File: src/rtl/conv_layer_sequencer_pkg.sv
// Shared definitions for the convolution layer sequencer.
//   seq_state_t       : 3-bit sequencer state encoding
//   CW_DEFAULT        : default width of row/column/stride config fields
//   KW_DEFAULT        : default width of the kernel-size field
//   PIPE_LAT_DEFAULT  : default cycles from last tap enable to valid PE output
package conv_layer_sequencer_pkg;

  localparam int unsigned CW_DEFAULT       = 8;
  localparam int unsigned KW_DEFAULT       = 4;
  localparam int unsigned PIPE_LAT_DEFAULT = 2;

  typedef enum logic [2:0] {
    StIdle,
    StLoad,
    StMac,
    StDrain,
    StWrite,
    StDone
  } seq_state_t;

endpackage

File: src/rtl/conv_seq_addr_gen.sv
// Combinational address generator for the convolution layer sequencer.
// Keeps the multipliers out of the FSM. All arithmetic is unsigned at 32 bits
// and then truncated to AB bits, so addresses wrap silently.
//   orow_i, ocol_i   : current output position
//   kr_i, kc_i       : current kernel tap
//   k_i              : kernel size K
//   stride_i         : input row pitch in buffer words
//   out_cols_i       : output columns C
//   in_base_i        : neuron read base
//   out_base_i       : neuron write base
//   k_base_i         : kernel buffer base
//   k_addr_o         : k_base + kr*K + kc
//   rd_addr_o        : in_base + (orow+kr)*stride + (ocol+kc)
//   wr_addr_o        : out_base + orow*C + ocol
module conv_seq_addr_gen #(
  parameter int unsigned AB = 11,
  parameter int unsigned CW = 8,
  parameter int unsigned KW = 4
) (
  input  logic [CW-1:0] orow_i,
  input  logic [CW-1:0] ocol_i,
  input  logic [KW-1:0] kr_i,
  input  logic [KW-1:0] kc_i,
  input  logic [KW-1:0] k_i,
  input  logic [CW-1:0] stride_i,
  input  logic [CW-1:0] out_cols_i,
  input  logic [AB-1:0] in_base_i,
  input  logic [AB-1:0] out_base_i,
  input  logic [AB-1:0] k_base_i,
  output logic [AB-1:0] k_addr_o,
  output logic [AB-1:0] rd_addr_o,
  output logic [AB-1:0] wr_addr_o
);

  always_comb begin
    k_addr_o  = AB'(32'(k_base_i) + 32'(kr_i) * 32'(k_i) + 32'(kc_i));
    rd_addr_o = AB'(32'(in_base_i) + (32'(orow_i) + 32'(kr_i)) * 32'(stride_i)
                    + 32'(ocol_i) + 32'(kc_i));
    wr_addr_o = AB'(32'(out_base_i) + 32'(orow_i) * 32'(out_cols_i) + 32'(ocol_i));
  end

endmodule

File: src/rtl/conv_layer_sequencer.sv
// Sequences one convolution layer: walks output positions and K x K kernel
// taps, issuing kernel/neuron read addresses with PE clear/enable strobes,
// waits PIPE_LAT cycles for the mesh, writes one result per position, and
// swaps the neuron read/write buffers when the layer completes.
//
// Ports:
//   CLK, RST_N        : clock, asynchronous active-low reset
//   start, abort      : layer start pulse (IDLE only), synchronous abort
//   cfg_*             : layer configuration, latched on an accepted start
//   busy, done        : high LOAD..DONE; one-cycle completion pulse
//   cfg_err           : one-cycle pulse when K, R or C is zero
//   kBuffAddress      : kernel buffer address (valid with peEnable)
//   nReadAddress      : neuron read address (valid with peEnable)
//   nWriteAddress     : neuron write address (valid with nWWrite)
//   nWWrite           : neuron write strobe
//   readBufferSelect  : which neuron buffer is the read side
//   doPooling         : route conv output through the pooling unit
//   peClear, peEnable : PE accumulator load-on-first-tap, MAC enable
//   stat_cycles       : busy-cycle counter, only with CONV_SEQ_STATS_EN
//
// Optional feature macro: CONV_SEQ_STATS_EN adds stat_cycles.
// PIPE_LAT must be at least 1. DEPTH describes the mesh (D = 1 << DEPTH);
// the tap walk itself does not depend on it.
module conv_layer_sequencer
  import conv_layer_sequencer_pkg::*;
#(
  parameter int unsigned DEPTH    = 2,
  parameter int unsigned AB       = 11,
  parameter int unsigned CW       = CW_DEFAULT,
  parameter int unsigned KW       = KW_DEFAULT,
  parameter int unsigned PIPE_LAT = PIPE_LAT_DEFAULT
) (
  input  logic          CLK,
  input  logic          RST_N,
  input  logic          start,
  input  logic          abort,
  input  logic [KW-1:0] cfg_k,
  input  logic [CW-1:0] cfg_out_rows,
  input  logic [CW-1:0] cfg_out_cols,
  input  logic [CW-1:0] cfg_in_stride,
  input  logic [AB-1:0] cfg_in_base,
  input  logic [AB-1:0] cfg_out_base,
  input  logic [AB-1:0] cfg_k_base,
  input  logic          cfg_pool,
  output logic          busy,
  output logic          done,
  output logic          cfg_err,
  output logic [AB-1:0] kBuffAddress,
  output logic [AB-1:0] nReadAddress,
  output logic [AB-1:0] nWriteAddress,
  output logic          nWWrite,
  output logic          readBufferSelect,
  output logic          doPooling,
  output logic          peClear,
  output logic          peEnable
`ifdef CONV_SEQ_STATS_EN
  ,
  output logic [31:0]   stat_cycles
`endif
);

  localparam int unsigned DW = (PIPE_LAT > 1) ? $clog2(PIPE_LAT) : 1;

  seq_state_t    state_q, state_d;
  logic [CW-1:0] orow_q, orow_d, ocol_q, ocol_d;
  logic [KW-1:0] kr_q, kr_d, kc_q, kc_d;
  logic [DW-1:0] drain_q, drain_d;

  // Latched layer configuration
  logic [KW-1:0] k_q, k_d;
  logic [CW-1:0] rows_q, rows_d, cols_q, cols_d, stride_q, stride_d;
  logic [AB-1:0] in_base_q, in_base_d, out_base_q, out_base_d, k_base_q, k_base_d;
  logic          pool_q, pool_d;

  logic          rbs_q, rbs_d;
  logic          cfg_err_q, cfg_err_d;

  // Addresses hold their last driven value outside MAC/WRITE
  logic [AB-1:0] kaddr_q, kaddr_d, raddr_q, raddr_d, waddr_q, waddr_d;
  logic [AB-1:0] gen_kaddr, gen_raddr, gen_waddr;

  conv_seq_addr_gen #(
    .AB (AB),
    .CW (CW),
    .KW (KW)
  ) u_addr_gen (
    .orow_i     (orow_q),
    .ocol_i     (ocol_q),
    .kr_i       (kr_q),
    .kc_i       (kc_q),
    .k_i        (k_q),
    .stride_i   (stride_q),
    .out_cols_i (cols_q),
    .in_base_i  (in_base_q),
    .out_base_i (out_base_q),
    .k_base_i   (k_base_q),
    .k_addr_o   (gen_kaddr),
    .rd_addr_o  (gen_raddr),
    .wr_addr_o  (gen_waddr)
  );

  always_comb begin
    state_d    = state_q;
    orow_d     = orow_q;
    ocol_d     = ocol_q;
    kr_d       = kr_q;
    kc_d       = kc_q;
    drain_d    = drain_q;
    k_d        = k_q;
    rows_d     = rows_q;
    cols_d     = cols_q;
    stride_d   = stride_q;
    in_base_d  = in_base_q;
    out_base_d = out_base_q;
    k_base_d   = k_base_q;
    pool_d     = pool_q;
    rbs_d      = rbs_q;
    cfg_err_d  = 1'b0;

    unique case (state_q)
      StIdle: begin
        // abort in the same cycle drops the start
        if (start && !abort) begin
          k_d        = cfg_k;
          rows_d     = cfg_out_rows;
          cols_d     = cfg_out_cols;
          stride_d   = cfg_in_stride;
          in_base_d  = cfg_in_base;
          out_base_d = cfg_out_base;
          k_base_d   = cfg_k_base;
          pool_d     = cfg_pool;
          state_d    = StLoad;
        end
      end
      StLoad: begin
        if (k_q == '0 || rows_q == '0 || cols_q == '0) begin
          cfg_err_d = 1'b1;
          state_d   = StIdle;
        end else begin
          orow_d  = '0;
          ocol_d  = '0;
          kr_d    = '0;
          kc_d    = '0;
          state_d = StMac;
        end
      end
      StMac: begin
        if (kc_q == k_q - KW'(1)) begin
          kc_d = '0;
          if (kr_q == k_q - KW'(1)) begin
            kr_d    = '0;
            drain_d = '0;
            state_d = StDrain;
          end else begin
            kr_d = kr_q + KW'(1);
          end
        end else begin
          kc_d = kc_q + KW'(1);
        end
      end
      StDrain: begin
        if (drain_q == DW'(PIPE_LAT - 1)) begin
          state_d = StWrite;
        end else begin
          drain_d = drain_q + DW'(1);
        end
      end
      StWrite: begin
        state_d = StMac;
        if (ocol_q == cols_q - CW'(1)) begin
          ocol_d = '0;
          if (orow_q == rows_q - CW'(1)) begin
            state_d = StDone;
          end else begin
            orow_d = orow_q + CW'(1);
          end
        end else begin
          ocol_d = ocol_q + CW'(1);
        end
      end
      StDone: begin
        rbs_d   = ~rbs_q;
        state_d = StIdle;
      end
      default: state_d = StIdle;
    endcase

    // Abort overrides everything except the strobes of the current cycle
    if (abort && state_q != StIdle) begin
      state_d   = StIdle;
      rbs_d     = rbs_q;
      cfg_err_d = 1'b0;
    end
  end

  always_comb begin
    kaddr_d          = (state_q == StMac)   ? gen_kaddr : kaddr_q;
    raddr_d          = (state_q == StMac)   ? gen_raddr : raddr_q;
    waddr_d          = (state_q == StWrite) ? gen_waddr : waddr_q;
    busy             = (state_q != StIdle);
    done             = (state_q == StDone) && !abort;
    cfg_err          = cfg_err_q;
    kBuffAddress     = kaddr_d;
    nReadAddress     = raddr_d;
    nWriteAddress    = waddr_d;
    nWWrite          = (state_q == StWrite);
    readBufferSelect = rbs_q;
    doPooling        = busy && pool_q;
    peEnable         = (state_q == StMac);
    peClear          = (state_q == StMac) && (kr_q == '0) && (kc_q == '0);
  end

  always_ff @(posedge CLK or negedge RST_N) begin
    if (!RST_N) begin
      state_q    <= StIdle;
      orow_q     <= '0;
      ocol_q     <= '0;
      kr_q       <= '0;
      kc_q       <= '0;
      drain_q    <= '0;
      k_q        <= '0;
      rows_q     <= '0;
      cols_q     <= '0;
      stride_q   <= '0;
      in_base_q  <= '0;
      out_base_q <= '0;
      k_base_q   <= '0;
      pool_q     <= 1'b0;
      rbs_q      <= 1'b0;
      cfg_err_q  <= 1'b0;
      kaddr_q    <= '0;
      raddr_q    <= '0;
      waddr_q    <= '0;
    end else begin
      state_q    <= state_d;
      orow_q     <= orow_d;
      ocol_q     <= ocol_d;
      kr_q       <= kr_d;
      kc_q       <= kc_d;
      drain_q    <= drain_d;
      k_q        <= k_d;
      rows_q     <= rows_d;
      cols_q     <= cols_d;
      stride_q   <= stride_d;
      in_base_q  <= in_base_d;
      out_base_q <= out_base_d;
      k_base_q   <= k_base_d;
      pool_q     <= pool_d;
      rbs_q      <= rbs_d;
      cfg_err_q  <= cfg_err_d;
      kaddr_q    <= kaddr_d;
      raddr_q    <= raddr_d;
      waddr_q    <= waddr_d;
    end
  end

`ifdef CONV_SEQ_STATS_EN
  logic [31:0] stat_q, stat_d;

  always_comb begin
    stat_d = stat_q;
    if (state_q == StIdle && start && !abort) begin
      stat_d = '0;
    end else if (busy && stat_q != '1) begin
      stat_d = stat_q + 32'd1;
    end
  end

  always_ff @(posedge CLK or negedge RST_N) begin
    if (!RST_N) begin
      stat_q <= '0;
    end else begin
      stat_q <= stat_d;
    end
  end

  assign stat_cycles = stat_q;
`endif

endmodule

File: config.mk
export PLATFORM = sky130hd
export DESIGN_NAME = conv_layer_sequencer
export DESIGN_NICKNAME = d
export VERILOG_FILES = /design/src/rtl/conv_layer_sequencer_pkg.sv /design/src/rtl/conv_seq_addr_gen.sv /design/src/rtl/conv_layer_sequencer.sv
export SDC_FILE = /design/constraint.sdc
export NUM_CORES = 1
export LEC_CHECK = 0
export BUFFER_PORTS_ARGS = -buffer_cell sky130_fd_sc_hd__buf_2
export CORE_UTILIZATION = 32
export CTS_CLUSTER_SIZE = 14
export DETAILED_ROUTE_END_ITERATION = 8
export GPL_TIMING_DRIVEN = 0
export PLACE_DENSITY_LB_ADDON = 0.25
export RECOVER_POWER = 25
export SLEW_MARGIN = 15
export SYNTH_ARGS = -nofsm -noshare
export SYNTH_HDL_FRONTEND = slang
export SYNTH_SLANG_ARGS = --single-unit
File: constraint.sdc
create_clock -name CLK -period 9.4 [get_ports CLK]
set_input_delay 2.82 -clock CLK [delete_from_list [all_inputs] [get_ports CLK]]
set_output_delay 2.82 -clock CLK [all_outputs]
set_load 0.03 [all_outputs]
* Word-level counts from Yosys, hierarchy flattened
Index checks and enable logic that the tools add are counted. Widths: inputs -> output; s select.
Word-level totals: bits in writable memories 0, flip-flop bits (word level) 125, memories kept 0, output and inout port bits 41, logic and storage cells 116, latch bits 0, input bits 66, ROM bits 0
Cells by class: shifts and indexed selects 0, multiplexer cells 31, $mul 3, reduce and logical (&&, ||, !) cells 27, add/sub/neg operators 16, $lt $le $gt $ge 0, equality and inequality tests 18, bitwise gates (word level) 2, divide/modulo/power cells 0
Operator list (number):
- $add 11x8->11 | 3
- $mux 11 | 3
- $mul 32x8->11 | 1
- $mux 8 | 4
- $pmux 8 s2 | 2
- $add 11x11->11 | 2
- $add 11x4->11 | 2
- $mux 3 | 7
- $add 8x1->8 const B | 2
- $eq 8x8->1 | 2
- $logic_not 8->1 | 2
- $mux 4 | 4
- $pmux 4 s2 | 2
- $sub 8x1->8 const B | 2
- $pmux 3 s5 | 1
- $logic_not 4->1 | 3
- $mul 8x8->11 | 1
- $add 8x4->9 | 1
- $add 4x1->4 const B | 2
- $eq 4x4->1 | 2
- $mul 4x4->8 | 1
- $reduce_and 2->1 | 4
- $reduce_and 4->1 | 2
- $eq 3x2->1 const B | 2
- other kinds (19) | 40

* Logic depth before layout (Yosys ltp)
Gate-level depths: netlist of run 1.
depth after elaboration 6, gate-level depth with buffers 24, mapped depth without buffers 24

* By module
A second synthesis of run 1 with hierarchy kept.
Second synthesis, totals: cell total of the unflattened synthesis 1151, area, all modules 11126.9 µm²
By module, submodules not included:
- conv_layer_sequencer | instances 1, seq. area each 3128.0 µm², area an instance 5924.4 µm², cells an instance 546
- conv_seq_addr_gen | instances 1, seq. area each 0.0 µm², area an instance 5202.5 µm², cells an instance 605

* Least setup slack after synthesis of run 1
Ideal clock, no wire load.
path type register to output, start register orow_q[1], end output port nReadAddress[9], slack 257 ps, buffers on the path 1, arrival time 6323 ps, data required time 6580 ps, stages on the path, launching flop included 24, cells stage by stage dfrtp_1 -> clkbuf_1 -> inv_1 -> fa_1 -> nand2b_1 -> a211oi_1 -> xor2_1 -> nand2_1 -> fa_1 -> inv_1 -> fa_1 -> inv_1 -> fa_1 -> inv_1 -> fa_1 -> inv_1 -> fa_1 -> inv_1 -> ha_1 -> a21oi_1 -> o21bai_1 -> a21oi_1 -> xor2_1 -> o21ai_0
On the way: cells in the longest elaborated chain, start to end 6
RTL lines:
- from (decl) | RTL line conv_layer_sequencer.sv:65 | logic [CW-1:0] orow_q, orow_d, ocol_q, ocol_d;
- from (signal assigned) | RTL line conv_layer_sequencer.sv:236 | orow_q <= orow_d;
- $add 8x4->9 | RTL line conv_seq_addr_gen.sv:37 | rd_addr_o = AB'(32'(in_base_i) + (32'(orow_i) + 32'(kr_i)) * 32'(stride_i)
- $mul 32x8->11 | RTL line conv_seq_addr_gen.sv:37
- $add 11x11->11 | RTL line conv_seq_addr_gen.sv:37
- $add 11x8->11 | RTL line conv_seq_addr_gen.sv:38 | + 32'(ocol_i) + 32'(kc_i));
- $add 11x4->11 | RTL line conv_seq_addr_gen.sv:38
- $mux 11 | RTL line conv_layer_sequencer.sv:198 | raddr_d = (state_q == StMac) ? gen_raddr : raddr_q;
- to (decl) | RTL line conv_layer_sequencer.sv:49 | output logic [AB-1:0] nReadAddress,
Every way passes these cells.

* Worst setup path in the final report of run 1
start register orow_q[0], end output port nReadAddress[10]
Same word-level chain as after synthesis.

==> results.txt, run 1 <==
The flow ran to the end, but the final reports show violations. The checks that failed: capacitance limit, slew limit. The mean post-synth cell area is just under 10 um^2. The deepest level of the CTS H-tree is 4. The maximum net fanout on the critical path came out at 4. The number of antenna-violating nets in the routed design is 0. The startpoint of the most critical register-to-register path is orow_q[0]$_DFFE_PN0P_.

The number of port buffers came out at ~110. The worst relative slew slack came out at -28.3%. The routed wire length is between 20000 and 30000 um. For this run, the leading register cell type out of synthesis is sky130_fd_sc_hd__dfrtp_1. The starting density of the core came out at about 33%. Across the run, the number of max-cap violations was 1. For the worst flop-to-flop path, the logic depth is 21. The filler cell count in the final layout came out at between 3000 and 4000. The total global routing overflow came out at 0.

The first routing iteration left 306 violations. After legalization and detailed placement, the total HPWL measured approximately 21000 um. After detailed routing, the number of remaining DRC violations is 0. The number of global-route vias before repair was around 8400. The number of slew-limit violations in the final report is 31. For this run, the post-layout net count is around 1500. Synthesis produced a netlist with a net count of between 1000 and 1500.

The hold violation count in the final report is 0. From synthesis to final layout, the design area changed by 18.7%. The peak clock frequency supported by timing is approximately 110 MHz. The initial antenna violation count is 4.

In this run the register-to-register setup slack is roughly 3.6 ns. The required arrival time at the worst endpoint is between 6 and 7 ns. The endpoint identified for the worst register-to-register timing path is raddr_q[10]$_DFF_PN0_. The highest ir drop seen on vdd came out at roughly 0.27 mV.

Of the cells placed in the final design, the portion with a size suffix greater than 1 is a little over a fifth. The data arrival time of the critical path is around 6.3 ns. The area of the mapped netlist came out at 10900 um^2.

The overall fraction of global-route tracks in use is 16.0%. The post-synthesis cell type count came out at 62. The critical path class is reg2out. For this block, the via count after detailed routing is 7895. The final routed wire length divided by cell count is ~15 um.

The worst hold path begins at readBufferSelect$_DFFE_PN0P_. The post-placement cell count came out at 1667. The largest net degree at the start of global routing came out at between 90 and 100. The final design area excluding fillers is between 10000 and 15000 um^2. After detailed placement, the total cell area comes to roughly 12000 um^2. Overall power consumption after layout is estimated at ~3.5 mW. The number of endpoints failing setup at the final stage came out at 0. The die covers approximately 35000 um^2. After layout, the minimum clock period comes to 9.10 ns. After clock tree synthesis, the clock-pin slew on the worst setup and hold paths is roughly 0.06 ns. The critical path endpoint category is an output port. The maximum buffer depth of the clock tree is 2. The count of flip-flops with a built-in enable after synthesis is 0. The average via count per standard cell came out at between 4 and 5. The register bit total from synthesis is between 100 and 150.

The post-route clock skew came out at around 0.018 ns. The clock tree from TritonCTS is done. The count of placed standard cells in the final layout, fillers left out came out at ~1700. The reported leakage power came out at roughly 6.3 nW. The die boundary width came out at 187 um. The instance count of the mapped netlist is about 1100. For this design the ratio of total power to cell area is 268 nW/um^2. The clock net in this run drives a total of approximately 130 sinks. STA classifies the critical path startpoint as a flop. The number of cell rows came out at 67. The critical path ends at nReadAddress[10].

For this run, asynchronously set or reset flops after synthesis account for 100%. The first global-routing pass estimated about 44000 um of wire. In this run the standard cell core region covers around 34000 um^2. The Yosys step of the flow raised 0 warnings. The first element of the critical path is orow_q[0]$_DFFE_PN0P_. The classification of the worst-slack hold path is reg2reg. The final cycle utilization of the critical path came out at 96.9%. The share of the Yosys chip area taken by registers is between 20% and 30%. The worst-skew pair later-pin latency is roughly 0.44 ns. The final weighted congestion in routability-driven placement is slightly above 0.8. The floorplan step set the die height to approximately 190 um. During I/O placement, the number of pins put on the boundary was roughly 110. The first detailed-routing pass took 4 iterations. The total clock buffers created by CTS came out at 17.

For the pin with the worst max-slew slack, the measured transition is between 1.5 and 2 ns. Clock tree synthesis selected as its root buffer the cell sky130_fd_sc_hd__clkbuf_16.
-- cells in the mapped netlist, types with 2 or more instances --
| cell type | n | area [um^2] |
|---|---|---|
| sky130_fd_sc_hd__or3_1 | 3 | 18.8 |
| sky130_fd_sc_hd__xnor2_1 | 52 | 455 |
| sky130_fd_sc_hd__and3_1 | 8 | 50.1 |
| sky130_fd_sc_hd__nand3_1 | 12 | 60.1 |
| sky130_fd_sc_hd__or2_2 | 3 | 18.8 |
| sky130_fd_sc_hd__nand4_1 | 4 | 25.0 |
| sky130_fd_sc_hd__mux2_2 | 62 | 698 |
| sky130_fd_sc_hd__xor2_1 | 28 | 245 |
| sky130_fd_sc_hd__nor3b_1 | 3 | 22.5 |
| sky130_fd_sc_hd__buf_6 | 3 | 33.8 |
| sky130_fd_sc_hd__o22ai_1 | 3 | 18.8 |
| sky130_fd_sc_hd__clkbuf_1 | 36 | 135 |
| sky130_fd_sc_hd__a21o_1 | 11 | 82.6 |
| sky130_fd_sc_hd__nand2_1 | 138 | 518 |
| sky130_fd_sc_hd__and2_1 | 48 | 300 |
| sky130_fd_sc_hd__xnor3_1 | 2 | 45.0 |
| sky130_fd_sc_hd__mux2i_1 | 3 | 30.0 |
| sky130_fd_sc_hd__and4_1 | 2 | 17.5 |
| sky130_fd_sc_hd__or3b_2 | 2 | 17.5 |
| sky130_fd_sc_hd__nor4_1 | 4 | 25.0 |
| sky130_fd_sc_hd__nor3_2 | 2 | 20.0 |
| sky130_fd_sc_hd__nor3_1 | 7 | 35.0 |
| sky130_fd_sc_hd__nor2b_1 | 9 | 56.3 |
| sky130_fd_sc_hd__fa_1 | 105 | 2100 |
| sky130_fd_sc_hd__inv_1 | 181 | 679 |
| sky130_fd_sc_hd__ha_1 | 88 | 1100 |
| sky130_fd_sc_hd__dfrtp_1 | 125 | 3130 |
| sky130_fd_sc_hd__o31ai_1 | 5 | 37.5 |
| sky130_fd_sc_hd__a211oi_1 | 7 | 52.6 |
| sky130_fd_sc_hd__a31oi_1 | 5 | 31.3 |
| sky130_fd_sc_hd__buf_2 | 3 | 15.0 |
| sky130_fd_sc_hd__nand2b_1 | 13 | 81.3 |
| sky130_fd_sc_hd__nand3b_1 | 3 | 22.5 |
| sky130_fd_sc_hd__nor2_1 | 25 | 93.8 |
| sky130_fd_sc_hd__o21bai_1 | 6 | 45.0 |
| sky130_fd_sc_hd__a21oi_1 | 22 | 110 |
| sky130_fd_sc_hd__o21ai_0 | 54 | 270 |
-- sequential cells by signal, summed over array words and instances (netlist names), 3 cells and up --
| signal | flops |
|---|---|
| in_base_q | 11 |
| k_base_q | 11 |
| kaddr_q | 11 |
| out_base_q | 11 |
| raddr_q | 11 |
| waddr_q | 11 |
| cols_q | 8 |
| ocol_q | 8 |
| orow_q | 8 |
| rows_q | 8 |
| stride_q | 8 |
| k_q | 4 |
| kc_q | 4 |
| kr_q | 4 |
| state_q | 3 |
-- per-layer routing --
metal | up-vias | wire length, um | global-route usage, % | part of all wire (%)
li1 | 3836 | - | - | -
met1 | 3890 | 11800 | 20.3 | 45
met2 | 135 | 12700 | 27.2 | 49
met3 | 28 | 1060 | 3.34 | 4.1
met4 | 6 | 464 | 4.60 | 1.8
met5 | - | 33 | 0 | 0.13
-- worst min-delay path by stage --
stage / end / slack, ns / cells after the start
floorplan: pool_q$_DFFE_PN0P_ / 0.47 / 1
global placement: waddr_q[0]$_DFF_PN0_ / 0.45 / 2
detailed placement: readBufferSelect$_DFFE_PN0P_ / 0.46 / 1
CTS: readBufferSelect$_DFFE_PN0P_ / 0.47 / 1
global route: waddr_q[0]$_DFF_PN0_ / 0.50 / 2
finish: readBufferSelect$_DFFE_PN0P_ / 0.46 / 1
-- report_power, final --
group          switching, mW  leakage (nW)  internal (mW)
combinational           1.08          4.43          0.734
sequential             0.176          1.55          0.756
clock                  0.281         0.303          0.449
-- cells by family after synthesis --
family,count (synthesis),share of synthesized area (%)
simple gates,296,13.5
xor+xnor,83,6.96
flops,125,28.6
fa+ha+maj,193,29.3
compound gates,126,7.11
buf+inv,224,7.92
mux,65,6.65
-- repair_timing --
item,4_1_cts,5_1_grt
gates resized for setup,21,26
buffers inserted,5,11
hold buffers,0,0
pin swaps,4,26
cloned,0,0
setup endpoints to repair,6,5
-- layout make-up --
cell class / count / area [um^2] / area share (%)
Clock buffer: 17 / 425 / 3.27
Sequential cell: 125 / 3130 / 24.1
Tap cell: 448 / 561 / 4.31
Antenna cell: 1 / 2.50 / 0.0193
Clock inverter: 15 / 208 / 1.60
Timing Repair Buffer: 123 / 684 / 5.27
Inverter: 181 / 679 / 5.23
Buffer: 43 / 188 / 1.44
Multi-Input combinational cell: 763 / 7110 / 54.7
-- cell usage in the layout (no fill, tap or decap), types with 18 or more instances in the layout --
cell type                  count
sky130_fd_sc_hd__a21oi_1      18
sky130_fd_sc_hd__and2_1       46
sky130_fd_sc_hd__buf_2       104
sky130_fd_sc_hd__clkbuf_1     39
sky130_fd_sc_hd__dfrtp_1     122
sky130_fd_sc_hd__fa_1        103
sky130_fd_sc_hd__ha_1         84
sky130_fd_sc_hd__inv_1       179
sky130_fd_sc_hd__mux2_2       62
sky130_fd_sc_hd__nand2_1     137
sky130_fd_sc_hd__nor2_1       24
sky130_fd_sc_hd__o21ai_0      52
sky130_fd_sc_hd__xnor2_1      48
sky130_fd_sc_hd__xor2_1       27
-- worst max-delay path, cell delays in order (launching register included) --
cell	delay [ns]
sky130_fd_sc_hd__dfrtp_2	0.42
sky130_fd_sc_hd__ha_4	0.14
sky130_fd_sc_hd__inv_1	0.05
sky130_fd_sc_hd__fa_2	0.42
sky130_fd_sc_hd__nand2b_4	0.18
sky130_fd_sc_hd__a211oi_4	0.26
sky130_fd_sc_hd__xor2_2	0.24
sky130_fd_sc_hd__nand2_1	0.12
sky130_fd_sc_hd__fa_1	0.59
sky130_fd_sc_hd__inv_2	0.05
sky130_fd_sc_hd__fa_1	0.49
sky130_fd_sc_hd__inv_2	0.04
sky130_fd_sc_hd__fa_1	0.51
sky130_fd_sc_hd__inv_1	0.05
sky130_fd_sc_hd__fa_1	0.48
sky130_fd_sc_hd__inv_1	0.05
sky130_fd_sc_hd__fa_1	0.48
sky130_fd_sc_hd__inv_1	0.06
sky130_fd_sc_hd__ha_4	0.29
sky130_fd_sc_hd__a21oi_2	0.05
sky130_fd_sc_hd__o21bai_1	0.20
sky130_fd_sc_hd__a31oi_1	0.13
sky130_fd_sc_hd__xor2_1	0.18
sky130_fd_sc_hd__o21ai_2	0.21
sky130_fd_sc_hd__buf_6	0.16
-- through the flow --
stage	hold slack, ns	utilization [%]	setup TNS, ns	worst slack [ns]
finish	0.463	38.6	0	0.296
global route	0.504	38.6	-0.00542	-0.00542
CTS	0.470	38.1	0	0.0320
detailed placement	0.458	35.9	-0.666	-0.340
global placement	0.454	35.8	-0.788	-0.361
floorplan	0.471	-	0	0.257
Power figures use the tool's default switching activity.
==> run 2: changes to the inputs <==
Settings changed: CORE_MARGIN from default to 8, GPL_TIMING_DRIVEN 0 to default.
==> run 2 against run 1 <==
Effect of this change:
- the run still ends with capacitance limit, slew limit left
- non-clock buffer count down 42
- clock skew down 0.0062 ns
- power down 3.0%
- wire length up 0.79%
- critical path type unchanged
- largest power group unchanged
==> results.txt, run 2 (same netlist as run 1, synthesis figures left out) <==
The final reports fail on capacitance limit, slew limit. The root buffer cell is sky130_fd_sc_hd__clkbuf_16. The post-route clock skew came out at 0.0118 ns (-0.00623 ns). The hold violation count in the final report came out at 0 (unchanged). The shortest clock period the worst path allows after layout is 9.07 ns (-0.0374 ns). The worst relative slew slack is -212% (-180 points). The share of post-route cells with drive strength above 1 was 20.7% (-0.50 points).

The number of cells on the worst reg-to-reg path was 22 (+4.8%). The total power density per cell area is 265 nW/um^2 (-0.78%). The number of antenna-violating nets in the routed design came out at 0 (unchanged). The die extent in y came out at 201 um (+7.5%).

The number of primary I/O pins is 107 (unchanged). The number of buffer and inverter stages on the critical path came to 4 (-3). The DRC marker count from the first detailed-route iteration is 292 (-4.6%). The sum of net half-perimeters after detailed placement came out at 20500 um (-0.88%). The growth of design area from synthesis to finish came out at 16.1%. The data arrival time of the critical path is 6.25 ns (-0.03 ns). The maximum net fanout on the critical path is 4 (unchanged). The largest net degree at the start of global routing came out at 84 (-13%). The multi-input logic area is 7080 um^2 (-0.46%). The overall fraction of global-route tracks in use came to 13.8% (-2.1 points). The total core area came out at 33600 um^2 (unchanged).

The reported max-cap violation count came to 1 (unchanged). The signal on the critical path passes through ha_2, inv_1, fa_2, nand2b_4, a211oi_4, xor2_1, buf_4, nand2_1, fa_1, fa_1, fa_1, inv_1, fa_1, ha_2, xnor2_2, xnor2_2, xnor3_1, xnor2_1, xnor3_1, xor2_1, o21ai_2, buf_6. The first-pass iteration count of the detailed router is 5 (+1). The final routed wire length divided by cell count is 15.7 um (+3.3%). The final cycle utilization of the critical path came out at 96.5% (-0.40 points). The startpoint of the most critical register-to-register path is orow_q[0]$_DFFE_PN0P_. The number of port buffers is 106 (unchanged).

The number of remaining DRC errors came to 0 (unchanged). The reported leakage power is 6.18 nW (-1.5%). The total global routing overflow is 0 (unchanged). The number of instances on the worst hold path is 1 (unchanged).

The highest ir drop seen on vdd came out at 0.209 mV (-24%). The worst register-to-register path ends at raddr_q[10]$_DFF_PN0_. The clock slew at the register clock pins of the worst setup and hold paths came out at 0.06 ns (about the same). The initial antenna violation count came out at 1 (-3).

The leading cell type in the layout, fill and taps excluded is sky130_fd_sc_hd__inv_1. The final-stage net count is 1471 (-2.8%). The total clock buffers created by CTS is 17 (unchanged). The slowest cell on the critical path is sky130_fd_sc_hd__fa_1. The total via count in the routed design came out at 7686 (-2.6%). In this run the worst setup path terminates at nReadAddress[10]. In this design, the critical path's most frequently occurring cell is sky130_fd_sc_hd__fa_1. The number of global-route vias before repair came out at 8455 (+0.48%). STA classifies the critical path endpoint as an output port. The die area came to 40400 um^2 (+16%). The starting density of the core is 32.6% (unchanged). STA classifies the critical path startpoint as a flop. Broken down by cell family, the worst path's largest delay share belongs to adder cells. The total chip power came out at 3.37 mW (-3.0%). The first-pass GRT wire length came out at 44900 um (+2.9%). Tracing the worst setup path back leads to its startpoint at orow_q[0]$_DFFE_PN0P_.

The slew at the pin closest to its max-slew limit was 4.68 ns (+2.75 ns). The die boundary width came out at 201 um (+7.5%). The classification of the worst-slack hold path is reg2reg. The run finished, with violations left.

The routed wire length is 26300 um (+0.79%). The clock sink count is 125 (unchanged). The storage element area is 3130 um^2 (about the same). The final weighted congestion in routability-driven placement came out at 0.814 (-0.86%).

Setup repair after global routing left no endpoint under its margin. The library cells used most frequently in the layout, excluding fill and tap cells, are sky130_fd_sc_hd__inv_1 (181), sky130_fd_sc_hd__nand2_1 (138), sky130_fd_sc_hd__dfrtp_1 (124), sky130_fd_sc_hd__fa_1 (103), sky130_fd_sc_hd__buf_2 (102). The number of gates on the worst path with buffers counted is 22 (-8.3%). The filler cell count in the final layout is 3366 (-1.6%). The peak clock frequency supported by timing came out at 110 MHz (+0.41%). The number of cell rows is 67 (unchanged). The highest cell delay on the worst timing path is 0.54 ns (-0.05 ns). The worst setup slack before clock tree synthesis came out at 0.159 ns (+0.499 ns). The average via count per standard cell is 4.59 (-0.20%).

By startpoint and endpoint, the worst setup path is classified as reg2out. The number of slew-limit violations in the final report was 84 (+170%). The final worst slack was 0.333 ns (+0.0374 ns). The deepest level of the CTS H-tree is 4 (unchanged). The worst-skew pair later-pin latency came out at 0.43 ns (about the same). The number of endpoints failing setup at the final stage is 0 (unchanged). TritonCTS built the clock tree. The maximum buffer depth of the clock tree came out at 2 (unchanged).

The required arrival time at the worst endpoint is 6.58 ns (about the same). The slack of the worst reg-to-reg path came out at 3.63 ns (+0.05 ns).
[run 2: worst min path at each step]
stage | start | to
after floorplan | pool_q$_DFFE_PN0P_ | pool_q$_DFFE_PN0P_
after global placement | kaddr_q[2]$_DFF_PN0_ | kaddr_q[2]$_DFF_PN0_
after detailed placement | kaddr_q[2]$_DFF_PN0_ | kaddr_q[2]$_DFF_PN0_
after CTS | readBufferSelect$_DFFE_PN0P_ | readBufferSelect$_DFFE_PN0P_
after global routing | kaddr_q[2]$_DFF_PN0_ | kaddr_q[2]$_DFF_PN0_
final | readBufferSelect$_DFFE_PN0P_ | readBufferSelect$_DFFE_PN0P_
[run 2: cell type report]
type	instances	share of cell area [%]
diodes	1	0.0197
clock buffers	19	3.49
clock inverters	13	1.10
inverters	181	5.35
multi-input cells	763	55.7
flip-flops and latches	125	24.6
well taps	448	4.41
repair buffers	124	5.26
[run 2: power by group]
part	switching (mW)	total, mW	internal (mW)	leakage [nW]
clock network	0.267	0.664	0.398	0.276
registers	0.266	1.02	0.755	1.55
logic	0.987	1.69	0.700	4.35
[run 2: repair_timing]
action,in CTS,in global routing
hold buffers,0,0
pin swaps,0,10
gates resized for setup,8,24
endpoints found under the setup margin,4,4
buffers inserted,0,4
[run 2: per-layer routing]
layer / up-vias / GRT usage [%] / share of wire, %
met3: 20 / 4.05 / 4.6
met4: 0 / 3.55 / 1.5
met2: 128 / 23.0 / 48
li1: 3752 / - / -
met5: - / 0 / 0
met1: 3786 / 17.3 / 46
[run 2: metrics by stage]
| stage | instances | hold slack [ns] | instance area (um^2) | setup TNS (ns) | utilization, % |
|---|---|---|---|---|---|
| detailed placement | 1637 | 0.455 | 12000 | 0 | 35.6 |
| global route | 1673 | 0.485 | 12700 | 0 | 37.8 |
| finish | 1674 | 0.466 | 12700 | 0 | 37.8 |
| global placement | 1637 | 0.450 | 12000 | 0 | 35.6 |
| floorplan | 1112 | 0.471 | 10900 | 0 | - |
| CTS | 1669 | 0.468 | 12600 | -0.00863 | 37.4 |
[run 2: worst register-to-register path: stages, from the launching register on]
cell and delay, ns:
sky130_fd_sc_hd__dfrtp_1 0.36, sky130_fd_sc_hd__ha_2 0.20, sky130_fd_sc_hd__inv_1 0.05, sky130_fd_sc_hd__fa_2 0.36, sky130_fd_sc_hd__nand2b_4 0.18, sky130_fd_sc_hd__a211oi_4 0.27, sky130_fd_sc_hd__xor2_1 0.24, sky130_fd_sc_hd__buf_4 0.16
sky130_fd_sc_hd__nand2_1 0.07, sky130_fd_sc_hd__fa_1 0.52, sky130_fd_sc_hd__inv_1 0.05, sky130_fd_sc_hd__fa_1 0.52, sky130_fd_sc_hd__fa_2 0.48, sky130_fd_sc_hd__fa_1 0.55, sky130_fd_sc_hd__inv_1 0.06, sky130_fd_sc_hd__fa_1 0.54
sky130_fd_sc_hd__inv_1 0.04, sky130_fd_sc_hd__ha_1 0.27, sky130_fd_sc_hd__inv_1 0.12, sky130_fd_sc_hd__o21bai_2 0.09, sky130_fd_sc_hd__a31oi_1 0.17, sky130_fd_sc_hd__xor2_1 0.22, sky130_fd_sc_hd__o21ai_2 0.12
==> run 3: changes to the inputs <==
Settings changed: ABC_AREA from default to 1, CORE_MARGIN 8 to 2, SLEW_MARGIN 15 to default.
==> run 3 against run 2 <==
Effect of this change:
- the run still ends with capacitance limit, slew limit left
- first-iteration DRC count is 61% higher
- sequential share of layout area fell by 0.62 points
- synthesized cell count rose by 22%
- register-to-register slack gained 0.05 ns
- core utilization down 0.26 points
- global-route usage increased by 2.9 points
- critical endpoint unchanged
- largest power group unchanged
- highest routed layer unchanged
==> results.txt, run 3 <==
The total chip power came out at 3.65 mW (+8.3%). The peak clock frequency supported by timing is 111 MHz (+0.29%). The total power density per cell area is 280 nW/um^2 (+5.6%).

The top cell type's share of synthesized area is 27.6% (-0.95 points). The combinational family with the most area after synthesis is adder cells. The sequential-to-total area share from yosys stat is 27.6% (-0.95 points). The maximum net fanout on the critical path was 5 (+1). The total global routing overflow is 0 (unchanged). The number of instances on the worst hold path is 1 (unchanged). The die extent in y is 192 um (-4.4%). The number of slew-limit violations in the final report came out at 58 (-31%). The highest cell delay on the worst timing path is 0.55 ns (about the same). The multiplexer share of the synthesized area came out at 3.18% (-3.5 points). The DRC marker count from the first detailed-route iteration came out at 471 (+61%). The clock sink count came out at 125 (unchanged).

The post-route clock skew is 0.0176 ns (+0.00580 ns). The number of buffer and inverter stages on the critical path came out at 8 (+4). The final design area excluding fillers was 13000 um^2 (+2.6%). The final routed wire length divided by cell count came out at 14.8 um (-6.1%). The total clock buffers created by CTS was 17 (unchanged). The number of global-route vias before repair is 9044 (+7.0%). The fraction of registers with async set or reset after synthesis is 100% (unchanged). The number of cells on the worst reg-to-reg path is 29 (+32%). The hold violation count in the final report is 0 (unchanged). The final-stage net count came out at 1717 (+17%). The number of endpoints failing setup at the final stage came out at 0 (unchanged). The min-delay analysis places its worst path in the category reg2reg.

The slew at the pin closest to its max-slew limit came out at 3.43 ns (-1.24 ns). The number of diodes is 0 (-1). The fraction of the mapped netlist area in compound gates came to 5.08% (-2.0 points).

The growth of design area from synthesis to finish came out at 15.1%. The number of primary I/O pins is 107 (unchanged). The worst hold slack after final layout is 0.462 ns (-0.00427 ns). The data arrival time of the critical path came out at 6.22 ns (-0.03 ns). The highest ir drop seen on vdd is 0.327 mV (+57%). The worst-skew pair later-pin latency came out at 0.44 ns (about the same). The total core area is 34700 um^2 (+3.3%). The number of gates on the worst path with buffers counted is 31 (+41%). The most used flip-flop cell after synthesis is sky130_fd_sc_hd__dfrtp_1. The number of antenna-violating nets in the routed design came out at 0 (unchanged). The first-pass GRT wire length came to 47300 um (+5.3%).

TritonCTS built the clock tree. The share of synthesized cell area in and, or, nand and nor gates came out at 18.7% (+5.2 points). The worst setup path is launched from a flop.

The maximum buffer depth of the clock tree is 2 (unchanged). The register bit total from synthesis is 125 (unchanged). The instance count of the mapped netlist is 1360 (+22%). The critical path class is reg2out. The total via count in the routed design came out at 8769 (+14%). The number of cell rows is 68 (+1.5%).

The count of hold-fix buffers inserted at cts is 0 (unchanged). The number of warnings printed during yosys synthesis came to 0 (unchanged). The count of flip-flops with a built-in enable after synthesis came out at 0 (unchanged). The die area came to 36900 um^2 (-8.6%). The deepest level of the CTS H-tree came to 4 (unchanged). The largest individual stage delay along the critical path comes from the cell sky130_fd_sc_hd__fa_1. The library cell used most frequently in the layout, excluding fill and tap cells, is sky130_fd_sc_hd__nand2_1. The setup TNS after final layout is 0 ns (unchanged).

The post-placement cell area is 12300 um^2 (+3.0%). Ranked by total cell area, the synthesized netlist is headed by sky130_fd_sc_hd__dfrtp_1 (28%), sky130_fd_sc_hd__fa_1 (19%), sky130_fd_sc_hd__nand2_1 (10%). The worst relative slew slack came to -129% (+83 points). The mean post-synth cell area came out at 8.33 um^2 (-15%). The starting density of the core is 32.6% (+0.059 points). The first-pass iteration count of the detailed router came out at 5 (unchanged).

The average via count per standard cell is 4.56 (-0.79%). In the layout the commonest cells are sky130_fd_sc_hd__nand2_1 (296), sky130_fd_sc_hd__inv_1 (285), sky130_fd_sc_hd__dfrtp_1 (124), sky130_fd_sc_hd__fa_1 (104), sky130_fd_sc_hd__buf_2 (101). CTS placed an instance of sky130_fd_sc_hd__clkbuf_16 at the clock tree root. The synthesized-area fraction occupied by adder cells is 28.3% (-0.98 points). The number of remaining DRC errors came to 0 (unchanged). Among all cell types in the netlist, the one instantiated most often is sky130_fd_sc_hd__nand2_1. After synthesis, the most frequently instantiated cells are sky130_fd_sc_hd__nand2_1 (301), sky130_fd_sc_hd__inv_1 (285), sky130_fd_sc_hd__dfrtp_1 (125). The reported max-cap violation count came to 1 (unchanged). The checks that failed: capacitance limit, slew limit.

The post-synthesis xor/xnor area fraction came out at 5.56% (-1.4 points). The final cycle utilization of the critical path was 96.2% (-0.28 points). The sum of net half-perimeters after detailed placement came out at 22000 um (+7.4%). The flow ran to the end, but the final reports show violations. The initial antenna violation count is 0 (-1). Of all cell types, the one taking the most synthesized area is sky130_fd_sc_hd__dfrtp_1. The reported leakage power came out at 6.98 nW (+13%).

The number of port buffers is 106 (unchanged). Grouping stages by cell kind, the critical path spends the most delay in adder cells. The post-synthesis cell type count came out at 44 (-29%). The worst setup path is captured at an output port.

The overall fraction of global-route tracks in use is 16.7% (+2.9 points). The routed wire length came out at 28400 um (+8.0%). The final weighted congestion in routability-driven placement is 0.875 (+7.5%). The net count after synthesis is 1619 (+18%).

The clock slew at the register clock pins of the worst setup and hold paths came out at 0.07 ns (about the same). The die boundary width is 192 um (-4.4%). The share of post-route cells with drive strength above 1 came out at 14.8% (-5.8 points). The shortest clock period the worst path allows after layout is 9.04 ns (-0.0265 ns). The required arrival time at the worst endpoint is 6.58 ns (about the same). The area of the mapped netlist came out at 11300 um^2 (+3.5%). The largest net degree at the start of global routing is 70 (-17%).
## run 3: metal layers
metal | GRT usage (%) | up-vias | wire length (um) | share of wire, %
li1 | - | 4345 | - | -
met1 | 22.1 | 4252 | 13500 | 48
met2 | 27.8 | 138 | 13600 | 48
met3 | 2.85 | 34 | 692 | 2.4
met4 | 5.37 | 0 | 600 | 2.1
met5 | 0 | - | 0 | 0
## run 3: final cells by class
cell class                      instances  area (um^2)
Clock buffer                           21          460
Clock inverter                         10          163
Fill cell                            3655        21700
Inverter                              290         1090
Multi-Input combinational cell        902         6960
Sequential cell                       125         3130
Tap cell                              455          569
Timing Repair Buffer                  122          652
## run 3: worst paths after layout
path                                         startpoint                            to  slack [ns]
setup / recovery                  orow_q[0]$_DFFE_PN0P_              nReadAddress[10]        0.36
hold / removal             readBufferSelect$_DFFE_PN0P_  readBufferSelect$_DFFE_PN0P_        0.46
setup reg to reg                  orow_q[0]$_DFFE_PN0P_         raddr_q[10]$_DFF_PN0_        3.68
hold reg to reg            readBufferSelect$_DFFE_PN0P_  readBufferSelect$_DFFE_PN0P_        0.46
max in group asynchronous                         RST_N           kr_q[1]$_DFFE_PN0P_        3.55
min in group asynchronous                         RST_N             cfg_err$_DFF_PN0_        3.54
## run 3: stage by stage
stage               utilization (%)  setup slack (ns)  cells
floorplan                         -             0.486   1360
global placement               35.5             0.487   1892
detailed placement             35.5             0.415   1892
CTS                            37.3           0.00938   1923
global route                   37.5         -0.000258   1925
finish                         37.5             0.360   1925
## run 3: cell families after synthesis
logic type	after synthesis
compound gates	108
xor+xnor	71
fa+ha+maj	193
buf+inv	333
flops	125
mux	32
simple gates	498
## run 3: power by group
group	switching [mW]	internal [mW]
combinational	1.20	0.730
sequential	0.236	0.755
clock	0.273	0.457
total	1.71	1.94
## run 3: repair_timing
item | CTS | global route
cloned | 0 | 0
endpoints found under the setup margin | 3 | 4
gates resized for setup | 1 | 24
pin swaps | 0 | 4
buffers inserted | 0 | 2
